$ cat src/rtl/violation_reset_ctrl.sv
// violation_reset_ctrl: turns security-monitor violations into a timed system
// reset, then waits for the CPU to reach the reset handler before idling.
//
// Optional feature macro: VIOL_LOG_EN (cause log and sequence counter).
//
// Ports:
//   clk        - single clock, rising edge
//   rst        - synchronous active-high block reset
//   pc         - current CPU program counter (16 bits)
//   viol_req   - violation requests: [0] atomicity, [1] key, [2] DMA, [3] irq
//   cause_clr  - single-cycle clear of the cause log
//   sys_rst    - registered system reset, high exactly while in ASSERT
//   busy       - registered, high whenever the controller is not IDLE
//   rst_cause  - sticky OR of violation bits seen (0 without VIOL_LOG_EN)
//   viol_count - saturating count of reset sequences (0 without VIOL_LOG_EN)
module violation_reset_ctrl #(
    parameter int unsigned RST_HOLD      = 4,
    parameter int unsigned WAIT_MAX      = 16,
    parameter logic [15:0] RESET_HANDLER = 16'hFFFE
) (
    input  logic        clk,
    input  logic        rst,
    input  logic [15:0] pc,
    input  logic [3:0]  viol_req,
    input  logic        cause_clr,
    output logic        sys_rst,
    output logic        busy,
    output logic [3:0]  rst_cause,
    output logic [7:0]  viol_count
);

    typedef enum logic [1:0] {
        IDLE     = 2'd0,
        ASSERT   = 2'd1,
        WAIT_HDL = 2'd2
    } state_t;

    localparam logic [3:0] HOLD_INIT = 4'(RST_HOLD - 1);
    localparam logic [7:0] WAIT_LAST = 8'(WAIT_MAX - 1);

    state_t     state;
    state_t     state_nxt;
    logic [3:0] hold;
    logic [3:0] hold_nxt;
    logic [7:0] wait_cnt;
    logic [7:0] wait_nxt;
    logic       any_viol;
    logic       start;

    assign any_viol = |viol_req;

    // start marks every non-reset entry into ASSERT; it also drives the
    // sequence counter, so entries caused by rst are never counted.
    always_comb begin
        state_nxt = state;
        hold_nxt  = hold;
        wait_nxt  = wait_cnt;
        start     = 1'b0;
        unique case (state)
            IDLE: begin
                if (any_viol) begin
                    start = 1'b1;
                end
            end
            ASSERT: begin
                // Violations while asserting neither extend nor recount.
                if (hold == 4'd0) begin
                    state_nxt = WAIT_HDL;
                    wait_nxt  = 8'd0;
                end else begin
                    hold_nxt = hold - 4'd1;
                end
            end
            WAIT_HDL: begin
                // A fresh violation beats a handler match in the same cycle.
                if (any_viol) begin
                    start = 1'b1;
                end else if (pc == RESET_HANDLER) begin
                    state_nxt = IDLE;
                end else if (wait_cnt == WAIT_LAST) begin
                    start = 1'b1;
                end else begin
                    wait_nxt = wait_cnt + 8'd1;
                end
            end
            default: begin
                state_nxt = IDLE;
            end
        endcase
        if (start) begin
            state_nxt = ASSERT;
            hold_nxt  = HOLD_INIT;
            wait_nxt  = 8'd0;
        end
    end

    // sys_rst and busy are registered from the next state so they line up
    // with the state register without a combinational output path.
    always_ff @(posedge clk) begin
        if (rst) begin
            state    <= ASSERT;
            hold     <= HOLD_INIT;
            wait_cnt <= 8'd0;
            sys_rst  <= 1'b1;
            busy     <= 1'b1;
        end else begin
            state    <= state_nxt;
            hold     <= hold_nxt;
            wait_cnt <= wait_nxt;
            sys_rst  <= (state_nxt == ASSERT);
            busy     <= (state_nxt != IDLE);
        end
    end

`ifdef VIOL_LOG_EN
    logic [3:0] cause_q;
    logic [7:0] count_q;

    // On a clear, the current cycle's requests are kept so nothing is lost.
    always_ff @(posedge clk) begin
        if (rst) begin
            cause_q <= 4'd0;
            count_q <= 8'd0;
        end else begin
            if (cause_clr) begin
                cause_q <= viol_req;
            end else begin
                cause_q <= cause_q | viol_req;
            end
            if (start && (count_q != 8'hFF)) begin
                count_q <= count_q + 8'd1;
            end
        end
    end

    assign rst_cause  = cause_q;
    assign viol_count = count_q;
`else
    logic unused_cause_clr;

    assign unused_cause_clr = cause_clr;
    assign rst_cause        = 4'd0;
    assign viol_count       = 8'd0;
`endif

endmodule

$ cat config.mk
export PLATFORM = sky130hd
export DESIGN_NAME = violation_reset_ctrl
export DESIGN_NICKNAME = d
export VERILOG_FILES = /design/src/rtl/violation_reset_ctrl.sv
export SDC_FILE = /design/constraint.sdc
export NUM_CORES = 1
export LEC_CHECK = 0
export BUFFER_PORTS_ARGS = -buffer_cell sky130_fd_sc_hd__buf_2
export CELL_PAD_IN_SITES_DETAIL_PLACEMENT = 1
export CELL_PAD_IN_SITES_GLOBAL_PLACEMENT = 1
export CORE_AREA = 5 5 66 68
export CTS_CLUSTER_DIAMETER = 60
export DETAILED_ROUTE_END_ITERATION = 12
export DIE_AREA = 0 0 71 73
export GPL_TIMING_DRIVEN = 0
export PLACE_DENSITY_LB_ADDON = 0.1
export SYNTH_ARGS = -nofsm -noshare
export SYNTH_HDL_FRONTEND = slang
export SYNTH_SLANG_ARGS = --single-unit
$ cat constraint.sdc
create_clock -name clk -period 2.3 [get_ports clk]
set_clock_uncertainty 0.1 [all_clocks]
set_input_delay 0.115 -clock clk [delete_from_list [all_inputs] [get_ports clk]]
set_output_delay 0.115 -clock clk [all_outputs]
set_load 0.1 [all_outputs]
==> results.md <==
* Outcome: completed
* Origin of the critical flop-to-flop path: hold[0]
* Met2 Wirelength at roughly 1.2 mm
* Dpl hpwl at around 1.9 mm
* First-pass GRT wire length at between 3 and 4 mm
* Die ar. at ~5200 um^2
* Critical path data arrival time at roughly 2.2 ns
* Worst hold margin at around 0.17 ns
* Critical path's top delay family: simple AND/OR/NAND/NOR gates
* Slowest Stage Delay on Critical Path at roughly 0.38 ns
* DR top layer: met4
* Crit start category: register
* Hold path start: viol_req[2]
* I/O Buffers at 23
* Fin. Hold Viols at 0
* Mapped Cells at ~100
* Latest clock arrival within the worst-skew pair at roughly 0.25 ns
* Die H at about 73 um
* # rows at 23
* Most common cell after layout, fill and taps aside: buf_2
* DRC Markers at 0
* Total track usage at just under 9%
* Sum Neg Setup Slack at 0 ns
* Maximum clock rate at ~0.48 GHz
* CTS buffer count at 3
* Max cap viols at 0
* GRT overflow at 0
* Levels on crit path at 8
* Minimum clock period at 2.104 ns
* Synth Register Bits at 16
* Antenna cells at 0
* H-tree Lvls at 1
* Worst VDD drop at roughly 310 uV
* GP Congestion at roughly 0.66
* Starting DRT DRC Count at 19
* Syn Std Cell Area at just under 900 um^2
* Synth top area cells: dfxtp_1 (36%), buf_4 (10%), a21oi_1 (5.7%)
* Fillers at slightly below 500
* Top-area cell type share of the netlist area at a little over a third
* Synth warn at 0
* Critical path origin: hold[0]
* Die Width at slightly above 70 um
* Hold Path End: busy
* WL met3 at roughly 86 um
* Hold_buf cts at 1
* Layout cell share with drive strength beyond 1 at 31.47%
* Final Power at 0.9421 mW
* Power Dens Cells at ~810 nW/um^2
* DRT antenna net count at 0
* Setup violations, final at 0
* Synth-to-layout area growth at 32.29%
* Io pins at 37
* Via-to-Cell Ratio at about 4.3
* Drt total wl at about 2.3 mm
* Hold Path Stages at 4
* TritonRoute pass-1 iters at 4
* Reg2reg end: wait_cnt[4]
* Vias at around 800
* Register area share after synthesis at a little over a third
* Buf/Inv on CP at 2
* Fin util at around 30%
* Worst EP required at 2.39 ns
* Routed len/inst at 11.66 um
* Crit end category: register
* Clk pin slew, worst setup/hold paths at 0.07 ns
* Post-CTS Setup Repair Bufs at 0
* Vias in the first global route at 811
* FF-to-FF setup slack at slightly below 0.2 ns
* Root Buffer: clkbuf_8
* Initial core utilization at between 20% and 30%
* Clock buffer depth at 2
* Core ar. at 3799 um^2
* Post-CTS Resized at 0
* Unrepaired setup endpoints after global routing: false
* M1 WL at approximately 960 um
* Clock sink total at 16
* Max Slew Vio Count at 0
* Yosys cell types at 32
* Initial antenna violation count at 0
* Critical Path, Cell by Cell: inv_1 -> ha_1 -> or3b_1 -> nand2b_1 -> a21boi_2 -> buf_6 -> or3_1 -> a21oi_1
* CP Class: register to register
* Hold crit path type: input pin to register
* Yosys top cell by area: dfxtp_1
* Worst reg2reg path depth at 8
* CTS tree: built
* Lkg Pwr at ~0.51 nW
* Syn Area/Cell at between 8 and 9 um^2
* Worst Path Max Fanout at 10
* Slowest-stage cell, CP: or3b_1
* Ratio of final minimum period to clock period at around 91%
* Nets at roughly 170
* Commonest non-fill, non-tap cells in the layout: buf_2 (23), dfxtp_1 (16), buf_4 (12), conb_1 (12), a21oi_1 (10)
* Pin count of the biggest net entering global routing at 11
[worst max path at each step]
stage | to | slack (ns)
floorplan | wait_cnt[4] | 0.36
global placement | wait_cnt[4] | 0.22
detailed placement | wait_cnt[4] | 0.20
CTS | wait_cnt[4] | 0.17
global route | wait_cnt[4] | 0.03
finish | wait_cnt[4] | 0.20
[layout make-up]
cell class | count | area [um^2] | share of cell area [%]
sequential | 16 | 320.3 | 27.53
multi-input combinational | 82 | 484.2 | 41.61
tap | 50 | 62.56 | 5.376
clock buffer | 4 | 55.05 | 4.731
inverter | 4 | 15.01 | 1.290
timing repair buffer | 24 | 125.1 | 10.75
buffer | 13 | 101.3 | 8.710
[power breakdown]
group / internal (mW) / switching [mW]
Sequential: 0.313 / 0.0202
Clock: 0.152 / 0.107
Combinational: 0.0991 / 0.251
[registers in the layout, summed over array words and instances, names as in the netlist]
| signal | flops |
|---|---|
| busy | 1 |
| hold | 4 |
| state | 2 |
| sys_rst | 1 |
| wait_cnt | 8 |
[worst reg2reg max path, cell delays in order (launching register included)]
cell and delay, ns:
dfxtp_1 0.32, inv_1 0.09, ha_1 0.17, or3b_1 0.38, nand2b_1 0.19, a21boi_2 0.21
buf_6 0.15, or3_1 0.30, a21oi_1 0.14
[cell usage after synthesis, drive strengths merged]
cell type	instances
a21boi	1
a21o	2
a21oi	12
and2	1
and2b	2
and3	1
and4	1
buf	13
conb	1
dfxtp	16
ha	2
inv	4
nand2	9
nand2b	1
nand3	4
nand3b	2
nand4	4
nand4b	1
nor2	3
nor4	2
o211ai	1
o21ai	8
o41a	1
or3	6
or3b	1
or4	2
xnor2	2
xor2	1
[routing by layer]
metal	vias to the layer above	GRT usage, %
li1	426	-
met1	384	9.842
met2	10	16.17
met3	2	3.306
met4	0	1.879
met5	-	0
[cell families (layout without fill, tap and decap cells)]
group / after synthesis / count (layout) / share of synthesized area [%]
AOI/OAI and AO/OA: 25 / 25 / 17.50
xor gates and xnor gates: 3 / 3 / 2.988
adders and majority gates: 2 / 2 / 2.844
buffers and inverters: 17 / 45 / 13.23
DFF: 16 / 16 / 36.42
other: 1 / 12 / 0.4263
and+or+nand+nor: 40 / 40 / 26.60
[through the flow]
| stage | setup WS, ns | cell area, um^2 | instances |
|---|---|---|---|
| 2_1_floorplan | 0.3573 | 920.9 | 115 |
| 3_3_place_gp | 0.2181 | 1099 | 188 |
| 3_5_place_dp | 0.2022 | 1099 | 188 |
| 4_1_cts | 0.1749 | 1164 | 193 |
| 5_1_grt | 0.03209 | 1164 | 193 |
| 6_report | 0.1956 | 1164 | 193 |
No activity file was read; power rests on OpenSTA's default activity.
